### src/rtl/seq_det_scan_ctrl.sv
// Word-level controller for a serial 1011 Mealy detector: serializes words MSB-first,
// attributes detector matches to bit indices and reports per-word results.
module seq_det_scan_ctrl #(
  parameter int W       = 16,
  parameter int DET_LAT = 1,
  parameter int CNT_W   = $clog2(W + 1),
  parameter int POS_W   = $clog2(W),
  parameter int TOT_W   = 16
) (
  input  logic             clock,
  input  logic             rst,
  input  logic             s_valid,
  output logic             s_ready,
  input  logic [W-1:0]     s_data,
  input  logic             s_restart,
  output logic             det_bit,
  output logic             det_rst,
  input  logic             det_match,
  output logic             r_valid,
  input  logic             r_ready,
  output logic [CNT_W-1:0] r_count,
  output logic             r_hit,
  output logic [POS_W-1:0] r_first_pos,
  output logic [TOT_W-1:0] total_matches,
  output logic             busy
);

  localparam int DC_W = (DET_LAT > 1) ? $clog2(DET_LAT) : 1;

  typedef enum logic [2:0] {
    IDLE   = 3'd0,
    CLR    = 3'd1,
    SHIFT  = 3'd2,
    DRAIN  = 3'd3,
    REPORT = 3'd4
  } state_t;

  state_t             state_r;
  state_t             state_nxt_s;
  logic [W-1:0]       buf_r;
  logic [W-1:0]       buf_nxt_s;
  logic [POS_W-1:0]   shift_cnt_r;
  logic [DC_W-1:0]    drain_cnt_r;
  logic [DET_LAT-1:0] tag_v_r;
  logic [POS_W-1:0]   tag_idx_r [DET_LAT];
  logic               accept_s;
  logic               hit_now_s;

  assign accept_s  = (state_r == IDLE) && s_valid;
  assign hit_now_s = tag_v_r[DET_LAT-1] && det_match;

  // Next-state and next-buffer logic; the buffer shifts left so its MSB is the bit on the wire.
  always_comb begin
    state_nxt_s = state_r;
    buf_nxt_s   = buf_r;
    case (state_r)
      IDLE: begin
        if (s_valid) begin
          buf_nxt_s   = s_data;
          state_nxt_s = s_restart ? CLR : SHIFT;
        end else begin
          state_nxt_s = IDLE;
        end
      end
      CLR: state_nxt_s = SHIFT;
      SHIFT: begin
        buf_nxt_s = {buf_r[W-2:0], 1'b0};
        if (shift_cnt_r == POS_W'(W - 1)) begin
          state_nxt_s = DRAIN;
        end else begin
          state_nxt_s = SHIFT;
        end
      end
      DRAIN: begin
        if (drain_cnt_r == DC_W'(DET_LAT - 1)) begin
          state_nxt_s = REPORT;
        end else begin
          state_nxt_s = DRAIN;
        end
      end
      REPORT: begin
        if (r_ready) begin
          state_nxt_s = IDLE;
        end else begin
          state_nxt_s = REPORT;
        end
      end
      default: state_nxt_s = IDLE;
    endcase
  end

  // State, buffer, cycle counters and registered control outputs decoded from the next state.
  always_ff @(posedge clock) begin
    if (rst) begin
      state_r     <= IDLE;
      buf_r       <= {W{1'b0}};
      shift_cnt_r <= {POS_W{1'b0}};
      drain_cnt_r <= {DC_W{1'b0}};
      s_ready     <= 1'b1;
      busy        <= 1'b0;
      r_valid     <= 1'b0;
      det_rst     <= 1'b0;
      det_bit     <= 1'b0;
    end else begin
      state_r     <= state_nxt_s;
      buf_r       <= buf_nxt_s;
      shift_cnt_r <= (state_r == SHIFT) ? shift_cnt_r + POS_W'(1) : {POS_W{1'b0}};
      drain_cnt_r <= (state_r == DRAIN) ? drain_cnt_r + DC_W'(1) : {DC_W{1'b0}};
      s_ready     <= (state_nxt_s == IDLE);
      busy        <= (state_nxt_s != IDLE);
      r_valid     <= (state_nxt_s == REPORT);
      det_rst     <= (state_nxt_s == CLR);
      det_bit     <= (state_nxt_s == SHIFT) && buf_nxt_s[W-1];
    end
  end

  // Tag pipeline: the tag reaching the last stage lines up with the detector's answer for that bit.
  always_ff @(posedge clock) begin
    if (rst) begin
      tag_v_r <= {DET_LAT{1'b0}};
      for (int i = 0; i < DET_LAT; i++) begin
        tag_idx_r[i] <= {POS_W{1'b0}};
      end
    end else begin
      tag_v_r[0]   <= (state_r == SHIFT);
      tag_idx_r[0] <= shift_cnt_r;
      for (int i = 1; i < DET_LAT; i++) begin
        tag_v_r[i]   <= tag_v_r[i-1];
        tag_idx_r[i] <= tag_idx_r[i-1];
      end
    end
  end

  // Per-word result fields and the saturating running total.
  always_ff @(posedge clock) begin
    if (rst) begin
      r_count       <= {CNT_W{1'b0}};
      r_hit         <= 1'b0;
      r_first_pos   <= {POS_W{1'b0}};
      total_matches <= {TOT_W{1'b0}};
    end else begin
      if (accept_s) begin
        r_count     <= {CNT_W{1'b0}};
        r_hit       <= 1'b0;
        r_first_pos <= {POS_W{1'b0}};
      end else if (hit_now_s) begin
        r_count <= r_count + CNT_W'(1);
        if (!r_hit) begin
          r_hit       <= 1'b1;
          r_first_pos <= tag_idx_r[DET_LAT-1];
        end
      end
      if (hit_now_s && (total_matches != {TOT_W{1'b1}})) begin
        total_matches <= total_matches + TOT_W'(1);
      end
    end
  end

endmodule
### config.mk
export PLATFORM = sky130hd
export DESIGN_NAME = seq_det_scan_ctrl
export DESIGN_NICKNAME = d
export VERILOG_FILES = /design/src/rtl/seq_det_scan_ctrl.sv
export SDC_FILE = /design/constraint.sdc
export NUM_CORES = 1
export LEC_CHECK = 0
export CORE_MARGIN = 5
export CORE_UTILIZATION = 54
export DETAILED_ROUTE_END_ITERATION = 10
export PLACE_DENSITY = 0.84
export SYNTH_ARGS = -nofsm -noshare
export SYNTH_HDL_FRONTEND = slang
export SYNTH_SLANG_ARGS = --single-unit
### constraint.sdc
create_clock -name clock -period 4.6 [get_ports clock]
set_clock_uncertainty 0.2 [all_clocks]
set_input_delay 0.69 -clock clock [delete_from_list [all_inputs] [get_ports clock]]
set_output_delay 0.69 -clock clock [all_outputs]
set_load 0.1 [all_outputs]
# Yosys cells after proc, flatten, opt, wreduce, memory -nomap -nowiden
# Memories as Yosys holds them, arrays and structs flattened. A register that Yosys moved wholly into a read port is not among the register bits.
# Cells that the tools add are included.
# totals
reg_bits	52
mem_bits_rw	4
inputBits	22
elab_cells	59
mem_count	1
# memory_table
memory	words	width	rd	rd_clocked_by_memory_dff	wr	line	source
tag_idx_r	1	4	1	1	1	45	logic [POS_W-1:0] tag_idx_r [DET_LAT];
# op_classes
n_addsub	4
eq_ne	10
n_mux	13
bitwise	3
reduce_logical	14
# op_table
cell	count
$pmux W16 S2	1
$add A16 B1 Y16 const B	1
$mux W16	1
$ne A16 B16 Y1 const B	1
$pmux W3 S5	1
$eq A3 B2 Y1 const B	3
$eq A3 B1 Y1 const B	2
$eq A3 B3 Y1 const B	2
$logic_not A3 Y1	2
$mux W3	2
$reduce_or A2 Y1	3
$add A5 B1 Y5 const B	1
$mux W1	5
$add A4 B1 Y4 const B	1
$eq A4 B4 Y1 const B	1
$logic_and A1 B1 Y1	4
$mux W2	2
$mux W4	1
$reduce_and A2 Y1	2
$reduce_or A4 Y1	1
$not A1 Y1	3
$reduce_bool A3 Y1	1
$ne A2 B2 Y1 const B	1
$reduce_bool A2 Y1	1
$add A1 B1 Y1 const B	1

# Logic depth before layout (Yosys ltp)
# Gate-level depths: netlist (run 1).
# logic_depth
ltp_word	5
depth_mapped	6

# Worst setup path after synthesis (run 1)
# No wires, ideal clock.
# synth_timing
kind	reg2reg
from	reg total_matches[1]
to	reg total_matches[3]
arrival_ns	2.249
required_ns	4.277
slack_ns	2.027
stages_incl_launch_ff	6
path_buffers	0
synth_period_minus_slack_ns	2.573
path_cell_list	dfxtp_1 -> ha_1 -> nand3_1 -> nor4_4 -> nor3_1 -> mux2_1
# synth_via
elab_chain_len	2
word_cells_on_any_way	3
cone_classes	1 x add/sub; 1 x eq/ne; 1 x reduce/logical
# synth_lines
item	line	source
from (decl)	24	output logic [TOT_W-1:0] total_matches,
from (signal assigned)	140	total_matches <= {TOT_W{1'b0}};
from (signal assigned)	154	total_matches <= total_matches + TOT_W'(1);
parallel branches: the longest is 2 deep, another holds $add A16 B1 Y16	n/a	
# Parallel ways; which one is timed is not known.
# A chain may end at the register's enable or synchronous reset.

# Worst setup path in the final report (run 1)
# layout_timing
from	reg total_matches[12]
to	out total_matches[12]
# No word-level cell between the ends.

==> results of run 1 <==
==> metrics by stage <==
stage                       util  std cells
after floorplan                -        276
after global placement    0.6861        367
after detailed placement  0.6861        367
after CTS                 0.7382        383
after global routing      0.7382        383
final                     0.7382        383
==> Yosys cell counts (3+ instances only) <==
cell type / number / area share
a21oi_1: 30 / 0.059
a22oi_1: 15 / 0.045
a31oi_1: 3 / 0.0074
and3_1: 3 / 0.0074
buf_2: 7 / 0.014
clkbuf_1: 6 / 0.0089
dfxtp_1: 60 / 0.48
ha_1: 3 / 0.015
mux2_1: 3 / 0.013
nand2_1: 26 / 0.039
nand3_1: 8 / 0.016
nand4_1: 8 / 0.020
nor2_1: 21 / 0.031
nor2b_1: 11 / 0.027
nor3_1: 5 / 0.0099
o21ai_0: 10 / 0.020
o21ai_1: 5 / 0.0099
or3_1: 7 / 0.017
xor2_1: 5 / 0.017
==> layout make-up <==
cell class | instances | area [um2]
Multi-Input combinational cell | 199 | 1240
Sequential cell | 60 | 1201
Fill cell | 339 | 1164
Timing Repair Buffer | 54 | 535.5
Clock buffer | 11 | 131.4
Clock inverter | 5 | 100.1
Tap cell | 52 | 65.06
Inverter | 2 | 7.507
==> cell usage in the layout (no fill, tap or decap), drive strengths merged, types with 5 or more instances in the layout <==
cell type,count
nand2,26
xor2,5
dfxtp,60
a22oi,15
nand4,11
or3,8
nor2,22
clkdlybuf4s50,52
nor2b,11
nand3,8
nor3,5
a21oi,30
o21ai,16
clkbuf,11
==> worst register-to-register path, stage by stage (launching register included) <==
cell,delay (ps)
dfxtp_1,410
ha_1,230
nand3_1,140
nor4_4,700
nor3_1,140
mux2_1,340
==> power by group <==
part           switching, mW  total [mW]  leakage [nW]  internal (mW)
clock network          0.199       0.557         0.117          0.358
logic                 0.0694       0.113         0.589         0.0438
registers             0.0124       0.549         0.487          0.537
==> flip-flops by register name, summed over array words and instances (netlist names) <==
name           count
r_valid            1
det_rst            1
r_first_pos        4
r_count            5
tag_v_r            1
s_ready            1
det_bit            1
r_hit              1
buf_r             16
busy               1
state_r            3
drain_cnt_r        1
shift_cnt_r        4
tag_idx_r          4
total_matches     16
==> path summary, 6_finish.rpt <==
path	from	endpoint	cells past startpoint	slack, ps
worst max-delay path	total_matches[12]	total_matches[12]	1	1680
worst min-delay path	tag_idx_r[0][0]	r_first_pos[0]	2	230
worst max register to register	total_matches[0]	total_matches[7]	5	2330
worst min register to register	tag_idx_r[0][0]	r_first_pos[0]	2	230
==> logic make-up after synthesis <==
family,Yosys count,synth area share
adders and majority gates,3,0.01487
muxes,4,0.01734
AOI/OAI and AO/OA,73,0.1744
DFF,60,0.4757
and+or+nand+nor,112,0.2602
buffers and inverters,17,0.03320
xor gates and xnor gates,7,0.02428
==> routing by layer <==
layer / wire (um) / vias up / part of all wire / global-route usage
li1: - / 1103 / - / -
met1: 2411 / 997 / 0.44 / 0.2296
met2: 2695 / 71 / 0.49 / 0.3039
met3: 282 / 9 / 0.051 / 0.04005
met4: 121 / 0 / 0.022 / 0.1101
met5: 0 / - / 0 / 0
==> results.cfg, run 1 <==
[clock_network]
cts_resized = 0
cts_max_level = 3
clk_latency_ps = 340
root_buffer = clkbuf_8
ctsHoldBuffers = 0
cts_sinks = 60
cts_buffers = 9
clkTransAtPathRegs_ps = 70
clock_path_buffers = 2
cts_setup_buffers = 0
tritoncts = yes

[power]
vdd_drop_max_v = 0.0002558
power_density_mw_per_mm2 = 371.7
power.total_mw = 1.220
p_leak_nw = 1.194

[logic_synthesis]
ys_seq_elements = 60
synth_cell_types = 51
synthesis.nets = 301
synth_seq_area_share = 0.4757
syn_inst = 276
async_reset_ff_frac = 0
synth_edf_count = 0
ys_warn_count = 0
netlist_area_mm2 = 0.002525
ys.flop_type = dfxtp_1
synth_area_per_cell_um2 = 9.148

[worst_hold_path]
hold_path_class = flip-flop to flip-flop

[cells_and_area]
finalInstanceArea_mm2 = 0.003281
final_net_count = 351
drive_gt1_frac = 0.08761
antennaDiodeCount = 0
area_delta_synth_final_pct = 29.93

[global_routing]
grt_max_degree = 21
grt_pass1_wl_um = 9128
grt_usage = 0.1873
grt_overflow_total = 0
antenna_found_initial = 0
grt_pass1_vias = 1944

[timing]
rsz0062_at_grt = no
setup-violations-final = 0
post-route-period-util = 0.6339
period_needed_ps = 2916
whs_ps = 228.8
setup_ws_ps = 1684
finalMaxSlewViolations = 0
max_freq_ghz = 0.3430
slew_headroom = 0.3390
fin_setup_tns_ps = 0
hold_viol = 0
worst_pin_slew_ps = 988.4

[critical_path]
critPathBufInv = 1
arrival_ps = 2030
endpoint_kind = primary output
cp-start-kind = flip-flop
critPathSlowestCell = clkdlybuf4s50_1
crit_path_max_incr_delay_ps = 1190
cp.required_ps = 3710
cp_top_family = buffers and inverters
path_cells = clkdlybuf4s50_1
crit_fanout = 6
worst-setup-path-type = flip-flop to primary output

[placement]
postPlaceCellArea_mm2 = 0.003049
preCtsSetupSlack_ps = 1748
place.gp.congestion = 0.7998
io_buffers = 52
dpl.hpwl_um = 3822

[floorplan]
start_util = 0.5681
die_w_um = 78.38
rows = 24
core_mm2 = 0.004444
die_h_um = 78.38
ios = 53
die_area_mm2 = 0.006143

[detailed_routing]
vias_per_cell = 5.692
first_pass_iters = 5
ant_nets = 0
drt-total-wl_um = 5510
drtIter0Drc = 210
vias = 2180
wl_per_cell_um = 14.39
drcViolationCount = 0

[run_status]
outcome = complete, no violations

[run]
cap_viol_max_count = 0
Note: power is estimated with default switching activity, not from simulation.
==> inputs of run 2 (changes only) <==
--- a/config.mk
+++ b/config.mk
@@ -6,9 +6,9 @@
 export NUM_CORES = 1
 export LEC_CHECK = 0
 export CORE_MARGIN = 5
-export CORE_UTILIZATION = 54
+export CORE_UTILIZATION = 45
 export DETAILED_ROUTE_END_ITERATION = 10
-export PLACE_DENSITY = 0.84
+export PLACE_DENSITY = 0.75
 export SYNTH_ARGS = -nofsm -noshare
 export SYNTH_HDL_FRONTEND = slang
 export SYNTH_SLANG_ARGS = --single-unit
==> constraint.sdc (replaced) <==
create_clock -name clock -period 2.56 [get_ports clock]
set_clock_uncertainty 0.2 [all_clocks]
set_input_delay 0.384 -clock clock [delete_from_list [all_inputs] [get_ports clock]]
set_output_delay 0.384 -clock clock [all_outputs]
set_load 0.1 [all_outputs]
==> run 2 against run 1 <==
Cell count up 6.0%. Sequential share of layout area up 1.1 points. Core utilization down 15 points. Sequential power up 80%. Critical path type is now flip-flop to flip-flop. Via count up 1.1%. Largest cell class unchanged. Setup slack worse by 1100 ps. Largest power group is now sequential cells.
==> results.cfg, run 2 (synthesis gave the netlist of run 1 again) <==
[run_status]
outcome = complete, no violations

[power]
p_leak_nw = 1.248
power.total_mw = 1.935
power_frac_seq = 0.510
power_density_mw_per_mm2 = 606.1
p_sw_mw = 0.4951
p_comb_frac = 0.107
vdd_drop_max_v = 0.0003373
intPower_mw = 1.440
swShare = 0.2558
p_clk_frac = 0.384

[critical_path]
cp.required_ps = 2590
r2r_start = total_matches[0]
arrival_ps = 1990
endpoint_kind = flip-flop
path_cells = ha_1, nand3_1, nor4_4, nor3_1, mux2_1
crit_fanout = 9
cp-start-kind = flip-flop
crit_path_max_incr_delay_ps = 500
worst-setup-path-type = flip-flop to flip-flop
crit_start = total_matches[0]
critPathSlowestCell = nor4_4

[global_routing]
grt_pass1_vias = 2060
grt_usage = 0.1591
grt_overflow_total = 0
grt_max_degree = 30
antenna_found_initial = 0
grt_pass1_wl_um = 9280

[detailed_routing]
drtIter0Drc = 103
vias_per_cell = 5.429
vias = 2204
drcViolationCount = 0
ant_nets = 0
drt-total-wl_um = 5356
wl_per_cell_um = 13.19
first_pass_iters = 4

[clock_network]
clock_path_buffers = 2
root_buffer = clkbuf_8
clkTransAtPathRegs_ps = 60
cts_sinks = 60
clk_latency_ps = 340
ctsHoldBuffers = 0
tritoncts = yes
cts_setup_buffers = 0
cts_buffers = 9
cts_resized = 0
cts_max_level = 3

[timing]
hold_viol = 0
rsz0062_at_grt = no
worst_pin_slew_ps = 588.0
slew_headroom = 0.6076
max_freq_ghz = 0.5096
setup-violations-final = 0
finalMaxSlewViolations = 0
post-route-period-util = 0.7666
period_needed_ps = 1962
fin_setup_tns_ps = 0

[floorplan]
start_util = 0.4614
die_area_mm2 = 0.007209
ios = 53
rows = 27
die_h_um = 84.91
die_w_um = 84.91
core_mm2 = 0.005473

[cells_and_area]
drive_gt1_frac = 0.1976
final_common_cell = dfxtp_1
final_net_count = 355
reg.largest.list = buf_r (16), total_matches (16), r_count (5)
antennaDiodeCount = 0
final_cell_mix = dfxtp_1 (58), buf_4 (37), a21oi_1 (30), nand2_1 (26), nor2_1 (21)
area_delta_synth_final_pct = 26.46

[placement]
io_buffers = 52
place.gp.congestion = 0.7624
dpl.hpwl_um = 3794

[run]
cap_viol_max_count = 0

[worst_hold_path]
hold_path_class = flip-flop to flip-flop
holdCritStartpoint = tag_idx_r[0][3]
[run 2: changes by cell type in the layout (fill, tap and decap cells not counted)]
cell,previous run,this run
buf_4,2,37
clkdlybuf4s50_1,52,20
bufinv_16,3,0
clkbuf_8,9,11
dfxtp_1,60,58
dfxtp_2,0,2
buf_2,0,1
[run 2: final timing paths]
kind,endpoint,slack [ps],cells past startpoint
setup reg to reg,total_matches[7],600,5
hold reg to reg,r_first_pos[3],240,2
hold / removal,r_first_pos[3],240,2
setup / recovery,total_matches[7],600,5
[run 2: worst max-delay path: cells and delay by family (launching register included)]
kind	cells	cell delay, ps
flip-flops	1	370
AND/OR/NAND/NOR	3	740
adder cells (fa/ha/maj)	1	210
multiplexers	1	320
[run 2: cell type report]
| type | instances | area (um2) |
|---|---|---|
| inverter | 2 | 7.507 |
| clock buffer | 13 | 158.9 |
| tap | 72 | 90.09 |
| fill | 505 | 2280 |
| timing repair buffer | 58 | 483.0 |
| sequential | 60 | 1204 |
| clock inverter | 2 | 10.01 |
| multi-input combinational | 199 | 1240 |
[run 2: power groups by stage]
stage | Combinational [mW] | Clock [mW] | Sequential, mW
6_report | 0.207 | 0.743 | 0.986
5_1_grt | 0.226 | 0.812 | 0.989
4_1_cts | 0.208 | 0.766 | 0.986
3_5_place_dp | 0.208 | 0 | 1.01
3_3_place_gp | 0.204 | 0 | 1.01
2_1_floorplan | 0.100 | 0 | 1.04
[run 2: routing by layer]
metal / GRT usage / part of all wire
met3: 0.05437 / 0.063
met5: 0 / 0
met2: 0.2534 / 0.48
met4: 0.08489 / 0.024
met1: 0.1887 / 0.44
[run 2: through the flow]
step / instances / cell area [um2] / hold slack, ps / setup slack, ps / util
2_1_floorplan: 276 / 2527 / 217.4 / 119.4 / -
3_3_place_gp: 391 / 3024 / 225.3 / 391.1 / 0.5526
3_5_place_dp: 391 / 3024 / 229.6 / 328.6 / 0.5526
4_1_cts: 406 / 3193 / 238.8 / 593.0 / 0.5834
5_1_grt: 406 / 3193 / 261.6 / 425.0 / 0.5834
6_report: 406 / 3193 / 235.6 / 597.6 / 0.5834
==> inputs of run 3 (changes only) <==
--- a/config.mk
+++ b/config.mk
@@ -6,9 +6,9 @@
 export NUM_CORES = 1
 export LEC_CHECK = 0
 export CORE_MARGIN = 5
-export CORE_UTILIZATION = 45
+export CORE_UTILIZATION = 50
 export DETAILED_ROUTE_END_ITERATION = 10
-export PLACE_DENSITY = 0.75
+export PLACE_DENSITY = 0.78
 export SYNTH_ARGS = -nofsm -noshare
 export SYNTH_HDL_FRONTEND = slang
 export SYNTH_SLANG_ARGS = --single-unit
==> constraint.sdc (replaced) <==
create_clock -name clock -period 1.9 [get_ports clock]
set_clock_uncertainty 0.2 [all_clocks]
set_input_delay 0.285 -clock clock [delete_from_list [all_inputs] [get_ports clock]]
set_output_delay 0.285 -clock clock [all_outputs]
set_load 0.1 [all_outputs]
==> run 3 against run 2 <==
Clock power increased by 56%. Maximum frequency increased by 5.1%. Combinational power increased by 49%. Clock-buffer cell count decreased by 1. Register-to-register slack got worse by 570 ps. Sequential power increased by 33%. Total power increased by 44%.
==> results.cfg, run 3 (synthesis gave the netlist of run 1 again) <==
[run_status]
outcome = complete, no violations

[placement]
place.gp.congestion = 0.8930
placedCellCount = 395
dpl.hpwl_um = 4250
io_buffers = 52

[critical_path]
arrival_ps = 1940
cp-start-kind = flip-flop
worst-setup-path-type = flip-flop to flip-flop
endpoint_kind = flip-flop
cp.required_ps = 1970
crit_fanout = 6

[floorplan]
rows = 25
die_w_um = 81.06
core_mm2 = 0.004817
die_h_um = 81.06
ios = 53
start_util = 0.5242
die_area_mm2 = 0.006571

[clock_network]
cts_sinks = 60
clk_latency_ps = 340
clock_path_buffers = 2
tritoncts = yes
clkTransAtPathRegs_ps = 70
cts_buffers = 9
cts_max_level = 3
ctsHoldBuffers = 0
root_buffer = clkbuf_8

[cells_and_area]
area_delta_synth_final_pct = 50.30
antennaDiodeCount = 0
seq_area_mm2 = 0.001264
fill_cells = 336
final_net_count = 366
drive_gt1_frac = 0.2861
multi_input_comb_area_mm2 = 0.001267
reg.largest.list = buf_r (16), total_matches (16), r_count (5)
final_common_cell = dfxtp_1
final_cell_mix = dfxtp_1 (42), buf_12 (32), a21oi_1 (29), nand2_1 (26)
fin_cells = 413

[timing]
hold_viol = 0
post-route-period-util = 0.9830
worst_pin_slew_ps = 566.1
setup-violations-final = 0
max_freq_ghz = 0.5354
period_needed_ps = 1868
finalMaxSlewViolations = 0
slew_headroom = 0.6222
whs_ps = 245.9

[global_routing]
grt_overflow_total = 0
grt_max_degree = 38
antenna_found_initial = 0
grt_pass1_wl_um = 9715
grt_pass1_vias = 2097
grt_usage = 0.1926

[worst_hold_path]
hold_path_class = flip-flop to flip-flop

[detailed_routing]
drtIter0Drc = 106
vias_per_cell = 5.477
first_pass_iters = 4
wl_per_cell_um = 14.43
ant_nets = 0
drcViolationCount = 0
vias = 2262
drt-total-wl_um = 5960

[run]
cap_viol_max_count = 0

[power]
swShare = 0.2498
power_density_mw_per_mm2 = 732.8
p_sw_mw = 0.6948
power_frac_seq = 0.472
p_comb_frac = 0.111
vdd_drop_max_v = 0.0006051
p_leak_nw = 1.420
p_clk_frac = 0.417
intPower_mw = 2.086
[run 3: power groups by stage]
stage	clock network, mW	logic [mW]	registers, mW
global placement	0	0.301	1.34
detailed placement	0	0.306	1.34
finish	1.16	0.308	1.31
CTS	1.18	0.309	1.31
global route	1.23	0.333	1.32
floorplan	0	0.135	1.38
[run 3: path summary, 6_finish.rpt]
check / start / endpoint / slack (ps) / depth (start not counted)
max: total_matches[0] / total_matches[2] / 30 / 7
min: tag_idx_r[0][2] / r_first_pos[2] / 250 / 2
max reg2reg: total_matches[0] / total_matches[2] / 30 / 7
min reg2reg: tag_idx_r[0][2] / r_first_pos[2] / 250 / 2
[run 3: area by class of cell]
class                   instances  area share
inverters                       2    0.001978
flip-flops and latches         60      0.3330
clock buffers                  12     0.04088
well taps                      67     0.02209
multi-input cells             199      0.3340
repair buffers                 69      0.2559
clock inverters                 4     0.01220
[run 3: what timing repair did]
action / 4_1_cts / 5_1_grt
gates resized for setup: 0 / 6
setup endpoints to repair: 0 / 4
setup buffers: 0 / 2
[run 3: worst max-delay path: stages, from the launching register on]
cell and delay [ps]:
dfxtp_4 380, ha_4 180, nand3_2 90, nor4_4 40, buf_4 160, buf_4 140, or3_2 460, a21oi_2 160
[run 3: per-layer routing]
layer  global-route usage  vias up  share of wire
met5                    0        -              0
met4              0.09628        0          0.022
met3              0.03880        9          0.045
met2               0.3284       47           0.50
met1               0.2295     1072           0.43
li1                     -     1134              -
[run 3: through the flow]
| step | setup TNS [ps] | util | power (mW) | area [um2] | setup slack, ps |
|---|---|---|---|---|---|
| 5_1_grt | -5.340 | 0.7878 | 2.881 | 3795 | -5.340 |
| 3_5_place_dp | -1250 | 0.7371 | 1.646 | 3551 | -98.06 |
| 4_1_cts | 0 | 0.7790 | 2.798 | 3752 | 82.04 |
| 6_report | 0 | 0.7878 | 2.781 | 3795 | 32.28 |
| 2_1_floorplan | -1.956 | - | 1.518 | 2587 | -1.956 |
| 3_3_place_gp | -94.50 | 0.7371 | 1.638 | 3551 | -40.58 |
